### config.mk
export PLATFORM = sky130hd
export DESIGN_NAME = out_port_arbiter
export DESIGN_NICKNAME = d
export VERILOG_FILES = /design/src/rtl/out_port_arbiter.sv
export SDC_FILE = /design/constraint.sdc
export NUM_CORES = 1
export LEC_CHECK = 0
export CAP_MARGIN = 20
export CORE_MARGIN = 10
export CORE_UTILIZATION = 40
export CTS_CLUSTER_DIAMETER = 80
export DETAILED_ROUTE_END_ITERATION = 7
export GPL_ROUTABILITY_DRIVEN = 1
export PLACE_DENSITY = 0.69
export SLEW_MARGIN = 5
export SYNTH_ARGS = -nofsm -noshare
export SYNTH_HDL_FRONTEND = slang
export SYNTH_SLANG_ARGS = --single-unit
### constraint.sdc
create_clock -name clk -period 5.05 [get_ports clk]
set_input_delay 0.7575 -clock clk [delete_from_list [all_inputs] [get_ports clk]]
set_output_delay 0.7575 -clock clk [all_outputs]
set_load 0.02 [all_outputs]
### src/rtl/out_port_arbiter.sv
// Per-output-port arbiter: round-robin pick among five inputs, grant locked
// from HEADER to TAIL, with a downstream credit counter gating each flit.
`ifndef HEADER
`define HEADER  3'b001
`endif
`ifndef PAYLOAD
`define PAYLOAD 3'b010
`endif
`ifndef TAIL
`define TAIL    3'b100
`endif

module out_port_arbiter #(
    parameter int CREDITS = 4,
    parameter int CW      = 3
) (
    input  logic          clk,
    input  logic          rst,
    input  logic [4:0]    req,
    input  logic [4:0]    empty,
    input  logic [14:0]   flit_id_in,
    input  logic          credit_in,
    output logic [4:0]    grant,
    output logic [2:0]    xbar_sel,
    output logic [4:0]    rd_en,
    output logic          valid_out,
    output logic [CW-1:0] credit_cnt
);

    typedef enum logic {IDLE, LOCKED} state_t;

    state_t        r_state, w_state_nxt;
    logic [4:0]    r_grant, w_grant_nxt;
    logic [2:0]    r_sel, w_sel_nxt;
    logic [2:0]    r_ptr, w_ptr_nxt;
    logic [CW-1:0] r_credit, w_credit_nxt;

    logic          w_found;
    logic [2:0]    w_win;
    logic [3:0]    w_idx;
    logic          w_empty_g;
    logic [2:0]    w_fid_g;
    logic          w_valid;
    logic          w_tail;

    // Cyclic search starting just after the last packet's owner.
    always_comb begin
        w_found = 1'b0;
        w_win   = 3'd0;
        w_idx   = 4'd0;
        for (int k = 1; k <= 5; k++) begin
            w_idx = {1'b0, r_ptr} + 4'(k);
            if (w_idx >= 4'd5)
                w_idx = w_idx - 4'd5;
            if (!w_found && req[w_idx[2:0]]) begin
                w_found = 1'b1;
                w_win   = w_idx[2:0];
            end
        end
    end

    always_comb begin
        w_empty_g = 1'b1;
        w_fid_g   = 3'd0;
        for (int i = 0; i < 5; i++) begin
            if (r_sel == 3'(i)) begin
                w_empty_g = empty[i];
                w_fid_g   = flit_id_in[3*i +: 3];
            end
        end
    end

    assign w_valid = (r_state == LOCKED) && !w_empty_g
                     && (r_credit != '0);
    assign w_tail  = w_valid && (w_fid_g == `TAIL);

    always_comb begin
        w_state_nxt = r_state;
        w_grant_nxt = r_grant;
        w_sel_nxt   = r_sel;
        w_ptr_nxt   = r_ptr;
        unique case (r_state)
            IDLE: begin
                if (w_found) begin
                    w_state_nxt = LOCKED;
                    w_grant_nxt = 5'b00001 << w_win;
                    w_sel_nxt   = w_win;
                end
            end
            LOCKED: begin
                if (w_tail) begin
                    w_state_nxt = IDLE;
                    w_grant_nxt = 5'b00000;
                    w_sel_nxt   = 3'd0;
                    w_ptr_nxt   = r_sel;
                end
            end
            default: w_state_nxt = IDLE;
        endcase
    end

    // A returned credit with a full counter is dropped, not wrapped.
    always_comb begin
        w_credit_nxt = r_credit;
        if (w_valid && !credit_in)
            w_credit_nxt = r_credit - CW'(1);
        else if (!w_valid && credit_in && r_credit != CW'(CREDITS))
            w_credit_nxt = r_credit + CW'(1);
    end

    always_ff @(posedge clk or negedge rst) begin
        if (!rst) begin
            r_state  <= IDLE;
            r_grant  <= 5'b00000;
            r_sel    <= 3'd0;
            r_ptr    <= 3'd4;
            r_credit <= CW'(CREDITS);
        end else begin
            r_state  <= w_state_nxt;
            r_grant  <= w_grant_nxt;
            r_sel    <= w_sel_nxt;
            r_ptr    <= w_ptr_nxt;
            r_credit <= w_credit_nxt;
        end
    end

    assign grant      = r_grant;
    assign xbar_sel   = r_sel;
    assign valid_out  = w_valid;
    assign rd_en      = w_valid ? r_grant : 5'b00000;
    assign credit_cnt = r_credit;

    always_ff @(posedge clk) begin
        if (rst) begin
            assert (!(credit_in && r_credit == CW'(CREDITS)))
                else $warning("credit returned with counter already full");
            assert ($onehot0(r_grant))
                else $error("grant not one-hot");
            assert ((rd_en & ~r_grant) == 5'b00000)
                else $error("rd_en outside grant");
        end
    end

endmodule

==> results.md <==
* H-tree levels at 1
* PwrDens at 639 nW/um2
* RSZ-0062 raised after global routing: false
* I/O pins at 45
* Total power draw at 0.00163 W
* N_diodes at 0
* ANT nets after route at 0
* RePlAce Congestion at roughly 0.97
* Netlist Area Pre-Place at 2020 um2
* LEAKAGE at around 1 nW
* Initial core utilization at about two fifths
* Worst Hold Class: register to register
* Largest net degree at the start of global routing at 33
* Worst slew pin tran at 741 ps
* Worst slack, placed at 1120 ps
* Pins Over Slew Limit at 0
* Final Core Density at between 50% and 60%
* Layout cells sized above 1 at between 10% and 20%
* Wirelength, routed at approximately 5700 um
* CTS Hold Bufs at 0
* Vias per cell at approximately 5.7
* Top cell type by total area after synthesis: dfrtp_1
* Syn Inst Count at about 240
* Final WS setup at 1070 ps
* CP endpoint kind: register
* CTS tree: built
* MaxCap Viol Count at 0
* FMAX at between 0.2 and 0.3 GHz
* Vias in the first global route at slightly below 2000
* VDD IR max at about 0.31 mV
* Total congestion overflow at 0
* Synth warn at 0
* Initial antenna violation count at 0
* Synth area leaders: dfrtp_1 (16%), ha_1 (6.2%), mux2_2 (3.9%)
* Post-synth EDFFs at 0
* DR top layer: met4
* DRC at 0
* Metal3 WL at a little under 400 um
* I/O Buffers at between 40 and 50
* Number of CTS-inserted buffers at 3
* 1st-pass router iterations at 4
* Post-CTS Setup Inserts at 0
* Leading cell type in the layout, fill and taps excluded: clkdlybuf4s50_1
* CP Class: register to register
* Seq/Total Area, Yosys at about a fifth
* Final setup vio count at 0
* Die width at 91.0 um
* Setup TNS at 0 ps
* Routed met2 length at 2420 um
* Status: finished clean
* Synth top area share at approximately 16%
* Site Rows at 25
* Wire per inst at between 15 and 20 um
* Total Nets Final at 321
* Crit path launch type: register
* Root Buffer: clkbuf_8
* Wl on met1 at between 2000 and 3000 um
* CP Data Required Time at approximately 5200 ps
* First-pass GRT wire length at 9430 um
* Dominant synthesized flop cell: dfrtp_1
* Reg clk slew, reported paths at around 60 ps
* CTS sink count at 15
* CTS resizes at 0
* Hold Vio Cnt, Final at 0
* 1st-iter DRT viols at 98
* Final Skew at 2.25 ps
* Net Count, Synth at roughly 280
* Die ar. at around 8300 um2
* Area Overhead vs Synth at 26.4%
* Clock Latency Late Sink at roughly 250 ps
* Post-synthesis register bit count at 15
* Async set-reset flop share out of synthesis at 100%
* Synthesized area per cell at around 8.4 um2
* Worst rel slew slack at between 50% and 60%
* Min Clock Period, post-route at slightly below 4000 ps
* Max FO, Critical Path at 23
* Crit path DAT at a little over 4000 ps
* Netlist cell types at 67
* Core Area at about 4800 um2
* Most frequent cells in the layout: clkdlybuf4s50_1 (44), nor2_1 (17), nand2_1 (14)
* HPWL after DPL at approximately 4500 um
* Final period utilization at 78.8%
* Chip height at 91.0 um
* Clock buffer depth at 2
* GRT Total Usage at 13.3%
* Via Count at 1970
[cell usage after synthesis (4+ instances only)]
cell type   n
nor2_1     17
nand2_1    14
dfrtp_1    13
o21ai_0    13
a21oi_1    12
nand2b_1   11
ha_1       10
inv_1       9
mux2_2      7
a22o_1      6
and2_1      6
clkbuf_1    6
mux2i_1     6
nand3_1     6
nor2b_1     6
nor3b_1     6
a21o_1      5
a31oi_1     5
nor3_1      5
o21a_1      4
or2_2       4
[final timing paths]
kind                               start            end  slack (ps)  depth (start not counted)
worst min-delay path            grant[4]       grant[4]         530                          1
worst min register to register  grant[4]       grant[4]         530                          1
worst max-delay path            r_ptr[1]       grant[1]        1070                         10
worst max register to register  r_ptr[1]       grant[1]        1070                         10
max in group asynchronous            rst       grant[2]        3700                          1
min in group asynchronous            rst  credit_cnt[0]         920                          1
[sequential cells by signal (all words and copies together) (netlist names)]
| register | count |
|---|---|
| credit_cnt | 3 |
| grant | 5 |
| r_ptr | 3 |
| r_state | 1 |
| xbar_sel | 3 |
[cell type report]
class	instances	area, um2
tap	67	83.8
clock buffer	4	45.0
sequential	15	378
multi-input combinational	205	1540
timing repair buffer	47	463
fill	491	2270
inverter	9	33.8
[cells by family after synthesis]
logic type / after synthesis / share of synthesized area, %
AOI/OAI and AO/OA: 76 / 28.2
buffers and inverters: 21 / 4.65
xor gates and xnor gates: 6 / 2.98
and+or+nand+nor: 97 / 29.2
adders and majority gates: 12 / 8.19
muxes: 14 / 8.01
DFF: 15 / 18.7
[critical path, stage by stage (launching register included)]
cell     delay (ps)
dfrtp_1         590
inv_1           250
ha_1            830
mux2_2          420
mux2i_1         150
o32ai_1         130
or3b_4          460
or4b_4          540
o21ai_4         200
nor2_1           80
a22o_1          210
[report_power, final]
group / internal (W) / switching (W)
Clock: 0.0000558 / 0.0000405
Combinational: 0.000574 / 0.000721
Sequential: 0.000170 / 0.0000672
[stage by stage]
step / hold WS, ps / area [um2] / cells
floorplan: 462 / 2020 / 241
global placement: 499 / 2500 / 343
detailed placement: 503 / 2500 / 343
CTS: 524 / 2550 / 347
global route: 551 / 2550 / 347
finish: 529 / 2550 / 347
[routing by layer]
metal	vias to the layer above	global-route usage, %
met5	-	0
met1	912	17.3
met3	15	4.77
met4	0	3.66
li1	987	-
met2	56	20.1
No activity file was read; power rests on OpenSTA's default activity.
